--- src/rtl/eda_neighbor_fifo_bank_if.sv ---
// Push/pop bus between the window-compare producer, the neighbour FIFO bank and the flood-fill controller.
`ifndef CFG_WINDOW_WIDTH
`define CFG_WINDOW_WIDTH 9
`endif
`ifndef CFG_ADDR_WIDTH
`define CFG_ADDR_WIDTH 16
`endif

interface eda_neighbor_fifo_bank_if #(
  parameter int WINDOW_WIDTH = `CFG_WINDOW_WIDTH,
  parameter int ADDR_WIDTH   = `CFG_ADDR_WIDTH
);
  logic                    push_valid;
  logic [WINDOW_WIDTH-2:0] push_positions;
  logic [ADDR_WIDTH-1:0]   center_addr;
  logic [WINDOW_WIDTH-2:0] read_en;
  logic [WINDOW_WIDTH-2:0] fifo_empty;
  logic [WINDOW_WIDTH-2:0] fifo_full;
  logic [ADDR_WIDTH-1:0]   data_out;

  modport master (
    output push_valid, push_positions, center_addr, read_en,
    input  fifo_empty, fifo_full, data_out
  );

  modport slave (
    input  push_valid, push_positions, center_addr, read_en,
    output fifo_empty, fifo_full, data_out
  );
endinterface

--- src/rtl/eda_neighbor_fifo_bank.sv ---
// Eight direction FIFOs fed with the in-image 8-connected neighbours of the current center pixel,
// popped one at a time by the flood-fill controller through a one-hot read_en.
`ifndef CFG_WINDOW_WIDTH
`define CFG_WINDOW_WIDTH 9
`endif
`ifndef CFG_I_WIDTH
`define CFG_I_WIDTH 8
`endif
`ifndef CFG_J_WIDTH
`define CFG_J_WIDTH 8
`endif
`ifndef CFG_ADDR_WIDTH
`define CFG_ADDR_WIDTH 16
`endif

module eda_neighbor_fifo_bank #(
  parameter int WINDOW_WIDTH = `CFG_WINDOW_WIDTH,
  parameter int I_WIDTH      = `CFG_I_WIDTH,
  parameter int J_WIDTH      = `CFG_J_WIDTH,
  parameter int ADDR_WIDTH   = `CFG_ADDR_WIDTH,
  parameter int FIFO_DEPTH   = 16
) (
  input  logic                     clk,
  input  logic                     reset,
  input  logic                     clear,
  input  logic [I_WIDTH-1:0]       num_rows,
  input  logic [J_WIDTH-1:0]       num_cols,
  eda_neighbor_fifo_bank_if.slave  bus,
  output logic                     overflow,
  output logic                     protocol_err
);
  localparam int NF = WINDOW_WIDTH - 1;
  localparam int PW = $clog2(FIFO_DEPTH);
  localparam int CW = PW + 1;
  localparam int SW = (NF > 1) ? $clog2(NF) : 1;
  localparam logic [CW-1:0] DEPTH_C = CW'(FIFO_DEPTH);

  logic [I_WIDTH-1:0]    row_s, row_m1_s, row_p1_s;
  logic [J_WIDTH-1:0]    col_s, col_m1_s, col_p1_s;
  logic                  row_up_ok_s, row_mid_ok_s, row_dn_ok_s;
  logic                  col_lf_ok_s, col_mid_ok_s, col_rt_ok_s;
  logic [ADDR_WIDTH-1:0] nb_addr_s [NF];
  logic [NF-1:0]         in_bounds_s;
  logic [NF-1:0]         push_req_s, push_do_s, pop_s;
  logic                  onehot_s, pop_ok_s, rd_err_s, drop_s;
  logic [SW-1:0]         sel_s;
  logic [ADDR_WIDTH-1:0] data_s;
  logic [CW-1:0]         cnt_nxt_s [NF];

  logic [CW-1:0]         cnt_r    [NF];
  logic [PW-1:0]         wr_ptr_r [NF];
  logic [PW-1:0]         rd_ptr_r [NF];
  logic [ADDR_WIDTH-1:0] mem_r    [NF][FIFO_DEPTH];
  logic [NF-1:0]         empty_r, full_r;
  logic                  overflow_r, protocol_err_r;

  // Neighbour addresses and boundary mask; a neighbour must land inside [0..num_rows]x[0..num_cols].
  always_comb begin
    row_s        = bus.center_addr[ADDR_WIDTH-1 -: I_WIDTH];
    col_s        = bus.center_addr[J_WIDTH-1:0];
    row_m1_s     = row_s - I_WIDTH'(1'b1);
    row_p1_s     = row_s + I_WIDTH'(1'b1);
    col_m1_s     = col_s - J_WIDTH'(1'b1);
    col_p1_s     = col_s + J_WIDTH'(1'b1);
    row_mid_ok_s = (row_s <= num_rows);
    row_up_ok_s  = (row_s != '0) && (row_m1_s <= num_rows);
    row_dn_ok_s  = (row_s < num_rows);
    col_mid_ok_s = (col_s <= num_cols);
    col_lf_ok_s  = (col_s != '0) && (col_m1_s <= num_cols);
    col_rt_ok_s  = (col_s < num_cols);
    in_bounds_s  = '0;
    for (int k = 0; k < NF; k++) begin
      nb_addr_s[k] = '0;
      case (k)
        0: begin nb_addr_s[k] = {row_m1_s, col_m1_s}; in_bounds_s[k] = row_up_ok_s  & col_lf_ok_s;  end
        1: begin nb_addr_s[k] = {row_m1_s, col_s};    in_bounds_s[k] = row_up_ok_s  & col_mid_ok_s; end
        2: begin nb_addr_s[k] = {row_m1_s, col_p1_s}; in_bounds_s[k] = row_up_ok_s  & col_rt_ok_s;  end
        3: begin nb_addr_s[k] = {row_s,    col_m1_s}; in_bounds_s[k] = row_mid_ok_s & col_lf_ok_s;  end
        4: begin nb_addr_s[k] = {row_s,    col_p1_s}; in_bounds_s[k] = row_mid_ok_s & col_rt_ok_s;  end
        5: begin nb_addr_s[k] = {row_p1_s, col_m1_s}; in_bounds_s[k] = row_dn_ok_s  & col_lf_ok_s;  end
        6: begin nb_addr_s[k] = {row_p1_s, col_s};    in_bounds_s[k] = row_dn_ok_s  & col_mid_ok_s; end
        7: begin nb_addr_s[k] = {row_p1_s, col_p1_s}; in_bounds_s[k] = row_dn_ok_s  & col_rt_ok_s;  end
        default: begin nb_addr_s[k] = '0; in_bounds_s[k] = 1'b0; end
      endcase
    end
  end

  // Pop decode: only a one-hot request on a non-empty FIFO pops; anything else is a protocol error.
  always_comb begin
    onehot_s = (bus.read_en != '0) && ((bus.read_en & (bus.read_en - NF'(1'b1))) == '0);
    sel_s    = '0;
    for (int k = 0; k < NF; k++) begin
      sel_s = bus.read_en[k] ? SW'(k) : sel_s;
    end
    pop_ok_s = onehot_s & ~empty_r[sel_s];
    rd_err_s = (bus.read_en != '0) & ~pop_ok_s;
    pop_s    = pop_ok_s ? bus.read_en : '0;
    data_s   = pop_ok_s ? mem_r[sel_s][rd_ptr_r[sel_s]] : '0;
  end

  // Push acceptance; a same-cycle pop frees the slot of a full FIFO.
  always_comb begin
    push_req_s = '0;
    push_do_s  = '0;
    for (int k = 0; k < NF; k++) begin
      push_req_s[k] = bus.push_valid & bus.push_positions[k] & in_bounds_s[k];
      push_do_s[k]  = push_req_s[k] & (~full_r[k] | pop_s[k]);
      cnt_nxt_s[k]  = cnt_r[k] + CW'(push_do_s[k]) - CW'(pop_s[k]);
    end
    drop_s = |(push_req_s & ~push_do_s);
  end

  // Occupancy, pointers and sticky flags; clear takes priority over push and pop.
  always_ff @(posedge clk or posedge reset) begin
    if (reset) begin
      for (int k = 0; k < NF; k++) begin
        cnt_r[k]    <= '0;
        wr_ptr_r[k] <= '0;
        rd_ptr_r[k] <= '0;
      end
      empty_r        <= '1;
      full_r         <= '0;
      overflow_r     <= 1'b0;
      protocol_err_r <= 1'b0;
    end else if (clear) begin
      for (int k = 0; k < NF; k++) begin
        cnt_r[k]    <= '0;
        wr_ptr_r[k] <= '0;
        rd_ptr_r[k] <= '0;
      end
      empty_r        <= '1;
      full_r         <= '0;
      overflow_r     <= 1'b0;
      protocol_err_r <= 1'b0;
    end else begin
      for (int k = 0; k < NF; k++) begin
        cnt_r[k]    <= cnt_nxt_s[k];
        wr_ptr_r[k] <= wr_ptr_r[k] + PW'(push_do_s[k]);
        rd_ptr_r[k] <= rd_ptr_r[k] + PW'(pop_s[k]);
        empty_r[k]  <= (cnt_nxt_s[k] == '0);
        full_r[k]   <= (cnt_nxt_s[k] == DEPTH_C);
      end
      overflow_r     <= overflow_r | drop_s;
      protocol_err_r <= protocol_err_r | rd_err_s;
    end
  end

  // Entry storage; contents are meaningless outside the live pointer window, so no reset.
  always_ff @(posedge clk) begin
    for (int k = 0; k < NF; k++) begin
      if (push_do_s[k] && !clear && !reset) begin
        mem_r[k][wr_ptr_r[k]] <= nb_addr_s[k];
      end
    end
  end

  assign bus.fifo_empty = empty_r;
  assign bus.fifo_full  = full_r;
  assign bus.data_out   = data_s;
  assign overflow       = overflow_r;
  assign protocol_err   = protocol_err_r;

endmodule
--- src/flat_wrapper.sv ---
// flat-port wrapper written by rule: the top's interface ports become plain ports
module eda_neighbor_fifo_bank_flat 
#(
  parameter int WINDOW_WIDTH = `CFG_WINDOW_WIDTH,
  parameter int I_WIDTH      = `CFG_I_WIDTH,
  parameter int J_WIDTH      = `CFG_J_WIDTH,
  parameter int ADDR_WIDTH   = `CFG_ADDR_WIDTH,
  parameter int FIFO_DEPTH   = 16
)
  (clk, reset, clear, num_rows, num_cols, overflow, protocol_err, bus_push_valid, bus_push_positions, bus_center_addr, bus_read_en, bus_fifo_empty, bus_fifo_full, bus_data_out);
  eda_neighbor_fifo_bank_if #(.WINDOW_WIDTH(WINDOW_WIDTH), .ADDR_WIDTH(ADDR_WIDTH)) bus_i ();
  input  logic clk;
  input  logic reset;
  input  logic clear;
  input  logic [I_WIDTH-1:0] num_rows;
  input  logic [J_WIDTH-1:0] num_cols;
  output logic overflow;
  output logic protocol_err;
  input wire logic [$bits(bus_i.push_valid)-1:0] bus_push_valid;
  input wire logic [$bits(bus_i.push_positions)-1:0] bus_push_positions;
  input wire logic [$bits(bus_i.center_addr)-1:0] bus_center_addr;
  input wire logic [$bits(bus_i.read_en)-1:0] bus_read_en;
  output wire logic [$bits(bus_i.fifo_empty)-1:0] bus_fifo_empty;
  output wire logic [$bits(bus_i.fifo_full)-1:0] bus_fifo_full;
  output wire logic [$bits(bus_i.data_out)-1:0] bus_data_out;
  assign bus_i.push_valid = bus_push_valid;
  assign bus_i.push_positions = bus_push_positions;
  assign bus_i.center_addr = bus_center_addr;
  assign bus_i.read_en = bus_read_en;
  assign bus_fifo_empty = bus_i.fifo_empty;
  assign bus_fifo_full = bus_i.fifo_full;
  assign bus_data_out = bus_i.data_out;
  eda_neighbor_fifo_bank #(.WINDOW_WIDTH(WINDOW_WIDTH), .I_WIDTH(I_WIDTH), .J_WIDTH(J_WIDTH), .ADDR_WIDTH(ADDR_WIDTH), .FIFO_DEPTH(FIFO_DEPTH)) u_core (.clk(clk), .reset(reset), .clear(clear), .num_rows(num_rows), .num_cols(num_cols), .bus(bus_i), .overflow(overflow), .protocol_err(protocol_err));
endmodule
--- config.mk ---
export PLATFORM = sky130hd
export DESIGN_NAME = eda_neighbor_fifo_bank_flat
export DESIGN_NICKNAME = d
export VERILOG_FILES = /design/src/rtl/eda_neighbor_fifo_bank_if.sv /design/src/rtl/eda_neighbor_fifo_bank.sv /design/src/flat_wrapper.sv
export SDC_FILE = /design/constraint.sdc
export NUM_CORES = 2
export LEC_CHECK = 0
export ABC_AREA = 1
export CORE_MARGIN = 2
export CORE_UTILIZATION = 42
export DETAILED_ROUTE_END_ITERATION = 7
export GPL_ROUTABILITY_DRIVEN = 0
export PLACE_DENSITY_LB_ADDON = 0.08
export SETUP_SLACK_MARGIN = 0.05
export SYNTH_ARGS = -nofsm -noshare
export SYNTH_HDL_FRONTEND = slang
export SYNTH_SLANG_ARGS = --single-unit
--- constraint.sdc ---
create_clock -name clk -period 10.21 [get_ports clk]
set_input_delay 1.5315 -clock clk [delete_from_list [all_inputs] [get_ports clk]]
set_output_delay 1.5315 -clock clk [all_outputs]
set_load 0.1 [all_outputs]
### After elaboration in Yosys (flattened, before gate mapping)

Memories as Yosys holds them, arrays and structs flattened.
Cells that the tools add are included.

* bits in registers: 122
* RAM bits: 2048
* output and inout bits: 34
* word-level logic and storage cells: 264
* memories kept: 1

Memory list
* u_core.mem_r: depth 8, bits a word 256, read ports 1, clocked after Yosys merged registers in 0, write ports 8, RTL line eda_neighbor_fifo_bank.sv:53 `logic [ADDR_WIDTH-1:0] mem_r [NF][FIFO_DEPTH];`

* add/subtract/negate cells: 37
* magnitude comparators: 25
* equal/unequal tests: 8
* mux-type cells: 56
* bitwise gates (word level): 67
* reductions and logical operators: 42

Operators with widths (number)
* $mux W256: 8
* $demux W16 S4: 8
* $mux W16: 11
* $add A4 B1 Y4: 16
* $bmux W16 S4: 1
* $mux W32: 2
* $ge A5 B5 Y1 const B: 9
* $not A4 Y5: 9
* $add A5 B1 Y5: 8
* $eq A5 B5 Y1 const B: 8
* $logic_not A5 Y1: 8
* $lt A5 B1 Y1 const B: 8
* $mux W40: 1
* $sub A5 B1 Y5: 8
* $and A1 B1 Y1: 34
* $le A8 B8 Y1: 4
* $logic_and A1 B1 Y1: 27
* $mux W8: 3
* $reduce_bool A8 Y1: 3
* $sub A8 B1 Y8 const B: 3
* $mux W3: 6
* $add A8 B1 Y8 const B: 2
* $and A8 B8 Y8: 2
* $lt A8 B8 Y1: 2
* 13 further kinds: 44

### Depth between registers and ports, before layout

* word-level depth: 19
* mapped depth: 28
* depth with buffers taken out: 27

### Worst setup path before layout

Ideal clock, no wire load.

* path kind: input -> register
* start point: input port bus_center_addr[0]
* end point: register u_core.empty_r[5], in the netlist u_core.bus.fifo_empty[5]
* data arrival time: 7402 ps
* required time: 10137 ps
* setup slack: 2735 ps
* stages on the path: 24
* buffers on the path: 0
* cell sequence: inv_1 nand4_1 nor3_1 xor2_1 ha_1 nand2_1 nor2_1 nand2_1 o211ai_1 nand2_1 nand2_1 nor3b_1 nand2_2 ha_1 inv_1 ha_1 inv_1 fa_1 nor2_1 a211oi_1 or2_2 nand3_1 inv_1 a21oi_1

* cells in the longest elaborated chain, start to end: 10
* elaborated cells on any way between the ends: 11
* those cells by class: add/sub (3); order compare (1); mux (1); bitwise (3); reduce/logical (3)

Ends and longest elaborated chain
* start, declared: RTL line flat_wrapper.sv:21 `input wire logic [$bits(bus_i.center_addr)-1:0] bus_center_addr;`
* $sub A8 B1 Y8: RTL line eda_neighbor_fifo_bank.sv:63 `col_m1_s = col_s - J_WIDTH'(1'b1);`
* net u_core.col_m1_s[7]: RTL line eda_neighbor_fifo_bank.sv:39 `logic [J_WIDTH-1:0] col_s, col_m1_s, col_p1_s;`
* $le A8 B8 Y1: RTL line eda_neighbor_fifo_bank.sv:69 `col_lf_ok_s = (col_s != '0) && (col_m1_s <= num_cols);`
* $logic_and A1 B1 Y1: RTL line eda_neighbor_fifo_bank.sv:69
* $and A1 B1 Y1: RTL line eda_neighbor_fifo_bank.sv:80 `5: begin nb_addr_s[k] = {row_p1_s, col_m1_s}; in_bounds_s[k] = row_dn_ok_s & col_lf_ok_s; end`
* $and A1 B1 Y1: RTL line eda_neighbor_fifo_bank.sv:106 `push_req_s[k] = bus.push_valid & bus.push_positions[k] & in_bounds_s[k];`
* $and A1 B1 Y1: RTL line eda_neighbor_fifo_bank.sv:107 `push_do_s[k] = push_req_s[k] & (~full_r[k] | pop_s[k]);`
* $add A5 B1 Y5: RTL line eda_neighbor_fifo_bank.sv:108 `cnt_nxt_s[k] = cnt_r[k] + CW'(push_do_s[k]) - CW'(pop_s[k]);`
* $sub A5 B1 Y5: RTL line eda_neighbor_fifo_bank.sv:108
* $logic_not A5 Y1: RTL line eda_neighbor_fifo_bank.sv:140 `empty_r[k] <= (cnt_nxt_s[k] == '0);`
* $mux W8: RTL line eda_neighbor_fifo_bank.sv:125 `end else if (clear) begin`
* end signal, assigned by index: RTL line eda_neighbor_fifo_bank.sv:140
* end, declared: RTL line eda_neighbor_fifo_bank.sv:54 `logic [NF-1:0] empty_r, full_r;`

The timed path passes the listed nets, and every way through them passes these cells.

### Final worst setup path

* start point: input port bus_read_en[1]
* end point: output port bus_data_out[15]

* cells in the longest elaborated chain, start to end: 16
* elaborated cells on any way between the ends: 26
* those cells by class: add/sub (1); mux (16); bitwise (5); reduce/logical (3); memory (1)

Ends and longest elaborated chain
* start, declared: RTL line flat_wrapper.sv:22 `input wire logic [$bits(bus_i.read_en)-1:0] bus_read_en;`
* $mux W1: RTL line eda_neighbor_fifo_bank.sv:93 `sel_s = bus.read_en[k] ? SW'(k) : sel_s;`
* $mux W3 (6 in a row): RTL line eda_neighbor_fifo_bank.sv:93
* $not A3 Y4 (not written as such): RTL line eda_neighbor_fifo_bank.sv:98 `data_s = pop_ok_s ? mem_r[sel_s][rd_ptr_r[sel_s]] : '0;`
* $bmux W4 S3: RTL line eda_neighbor_fifo_bank.sv:98
* $mux W4 (not written as such) (2 in a row): RTL line eda_neighbor_fifo_bank.sv:98
* $not A4 Y5 (not written as such): RTL line eda_neighbor_fifo_bank.sv:98
* $bmux W16 S4: RTL line eda_neighbor_fifo_bank.sv:98
* $mux W16 (not written as such) (2 in a row): RTL line eda_neighbor_fifo_bank.sv:98
* $mux W16 (*): RTL line eda_neighbor_fifo_bank.sv:98
* end, declared: RTL line flat_wrapper.sv:25 `output wire logic [$bits(bus_i.data_out)-1:0] bus_data_out;`

Mark *: on every way between the ends. The rest lies on a longest branch, timed or not. The select of a mux whose other input is x is not followed.

==> results by group <==
Status
  – Run status: finished clean

Timing
  – Setup_tns: 0 ns
  – Final Cycle Share: 82.0%
  – Final Setup Violations: 0
  – Highest achievable clock rate: 119 MHz
  – Max Transition Viols Final: 0
  – RSZ-0062 raised after global routing: no
  – Hold slack: 0.516 ns
  – Slack of the critical path: 1.84 ns
  – Worst Skew: 0.0456 ns
  – Min Tclk post-route: 8.37 ns
  – Final Hold Fails: 0
  – Slew Limit Headroom: 9.97%
  – Slew @ Worst Pin: 1.35 ns

Worst setup path
  – CP max stage delay: 0.54 ns
  – Slowest CP cell: nand2_8
  – Kind of critical path: primary input to output pin
  – CP max FO: 153
  – Crit. End Element: output pin
  – CP arrival: 6.84 ns
  – CP required: 8.68 ns
  – Crit path cell chain: clkdlybuf4s50_1, nand2_1, nand2_1, nand2_1, nand2_1, nand2_8, nand2_8, buf_12, buf_4, nand2_1, nand3_1, nand3_1, nand2_1, nand2_1, nand3_1, nand3_1, nand3_1, nand2_1, nor2_1, buf_12
  – Crit-path most repeated cell: nand2_1
  – CP Launch Type: primary input

Detailed routing
  – Vias per cell: 5.83
  – DR iter-0 viols: 8,709
  – WL/cell: 30.3 um
  – DRC: 0
  – Routed vias: 65,400
  – Antenna viol nets, final: 0
  – Final WL: 340 mm
  – TritonRoute pass-1 iters: 6

GRT
  – Initial antenna violation count: 30
  – First-pass GRT wire length: 478 mm
  – Vias in the first global route: 61,600
  – Grt ovf: 0
  – Largest net degree at the start of global routing: 154
  – GRT Total Usage: 30.1%

Pwr
  – Sequential Power Share: 49.3%
  – Comb power frac: 10.4%
  – Internal Power: 0.0148 W
  – NetSw: 0.00529 W
  – Max VDD drop: 0.198 mV
  – Power density over cell area: 193 nW/um^2
  – P_leak: 38.0 nW
  – Net Sw Frac: 26.3%
  – Clk pwr share: 40.4%

Clock tree
  – CTS max path bufs: 3
  – Sink Count: 2,170
  – Clk pin slew, worst setup/hold paths: 0.06 ns
  – Number of post-CTS setup repair buffers: 0
  – H-tree depth: 4
  – Num CTS Buffers: 231
  – CTS Hold Bufs: 0
  – Cts repair resizes: 0
  – Clock Latency Late Sink: 0.90 ns
  – Root Driver: clkbuf_16
  – TritonCTS clock tree: yes

Floorplan
  – Row cnt: 171
  – Die Y: 472 um
  – Starting density of the core: 42.3%
  – Die Width: 472 um
  – Core area: 217,000 sq um
  – Num ports: 86
  – Area of the die: 223,000 sq um

Synth
  – Mapped Area: 91,900 sq um
  – Synth Net Count: 8,261
  – Async set or reset register ratio after synthesis: 5.62%
  – Post-synthesis sequential area ratio: 70.3%
  – Ranking of synthesized cells by area: edfxtp_1 (67%), nand3_1 (12%), nand2_1 (9.6%), dfrtp_1 (3.1%), buf_2 (1.7%)
  – Yosys warning total: 0
  – Number of synthesized register bits: 2,170
  – Avg Cell Area, Syn: 11.4 sq um
  – EDFF count, synth: 2,048
  – Post-synth top flop: edfxtp_1
  – Yosys cell types: 40
  – Top cell type by total area after synthesis: edfxtp_1
  – Synth cell count leaders: nand2_1 (2,355), nand3_1 (2,147), edfxtp_1 (2,048), buf_2 (308), nor2_1 (275)
  – Syn Inst Count: 8,091
  – Top-count cell post-synth: nand2_1
  – Yosys top cell area share: 66.9%

Place
  – Pre-CTS setup slack: 1.96 ns
  – DP Wirelength: 189 mm
  – Post-Place Cells: 10,800
  – Port buffer count: 85

Hold path
  – HP Class: flop to flop

Final layout
  – Fillers: 19,700
  – Area Overhead vs Synth: 13.4%
  – Final #Nets: 8,322
  – Non-Filler Instances: 11,200
  – Share of cells above drive strength 1: 8.96%

Job
  – Max Cap Viol: 0
state kept, by name, indices dropped and copies added (netlist names):
name,flops
u_core.bus.fifo_empty,8
u_core.bus.fifo_full,8
u_core.cnt_r,40
u_core.mem_r,2048
u_core.overflow,1
u_core.protocol_err,1
u_core.rd_ptr_r,32
u_core.wr_ptr_r,32
final timing paths:
path,from,end,cells past startpoint,slack [ns]
max in group asynchronous,reset,u_core.wr_ptr_r[7],3,7.65
worst max register to register,u_core.bus.fifo_empty[4],u_core.bus.fifo_empty[5],21,6.12
worst min register to register,u_core.protocol_err,u_core.protocol_err,2,0.52
min in group asynchronous,reset,u_core.cnt_r[21],2,1.22
worst max-delay path,bus_read_en[1],bus_data_out[15],20,1.84
worst min-delay path,u_core.protocol_err,u_core.protocol_err,2,0.52
per-layer routing:
metal	wire, um	vias to the layer above	track usage (%)	share of wire, %
li1	-	28600	-	-
met3	31700	507	5.48	9.3
met4	12300	4	10.8	3.6
met5	31	-	0	0.0091
met1	142000	33000	43.3	42
met2	154000	3331	45.9	45
through the flow:
stage,area (sq um),utilization (%),total power [W]
2_1_floorplan,91900,-,0.0112
3_3_place_gp,96900,44.6,0.0121
3_5_place_dp,96900,44.6,0.0121
4_1_cts,104000,47.9,0.0202
5_1_grt,104000,47.9,0.0207
6_report,104000,47.9,0.0201
logic make-up after synthesis:
family,Yosys count,synth area share (%)
simple gates,4866,23.1
compound gates,154,0.887
flops,2170,70.3
buf+inv,727,3.52
xor+xnor,56,0.534
fa+ha+maj,118,1.67
cell usage in the layout (no fill, tap or decap), drive strengths merged:
master            n
nand2          2367
xnor2            23
clkbuf          311
a21o              1
o211ai            3
clkdlybuf4s50    52
o21ai            52
dfrtp           114
edfxtp         2048
or2               6
clkinvlp          4
nand3b            2
a211oi            6
and3b             1
nor3             31
o31ai             1
ha              110
dfstp             8
nor3b             1
fa                8
bufinv            9
o22ai             1
xor2             33
inv             222
diode            13
clkinv          101
a21oi            90
nand3          2148
nor2            279
buf             282
nand4            31
power groups by stage:
stage | Sequential [W] | Clock [W] | Combinational [W]
global placement | 0.0101 | 0 | 0.00206
detailed placement | 0.0101 | 0 | 0.00206
global route | 0.00990 | 0.00855 | 0.00221
floorplan | 0.0103 | 0 | 0.000977
finish | 0.00990 | 0.00811 | 0.00209
CTS | 0.00990 | 0.00820 | 0.00207
area by class of cell:
type	instances	area [sq um]	share of cell area (%)
Antenna cell	13	32.5	0.0312
Sequential cell	2170	64600	62.0
Clock inverter	115	991	0.951
Inverter	221	872	0.837
Timing Repair Buffer	334	3110	2.98
Tap cell	2854	3570	3.43
Clock buffer	311	6220	5.97
Multi-Input combinational cell	5194	24800	23.8
critical path, delay by kind of cell:
| kind | cells | cell delay [ns] |
|---|---|---|
| buffers and inverters | 4 | 1.72 |
| AND/OR/NAND/NOR | 16 | 3.14 |
(Power assumes the default switching activity.)
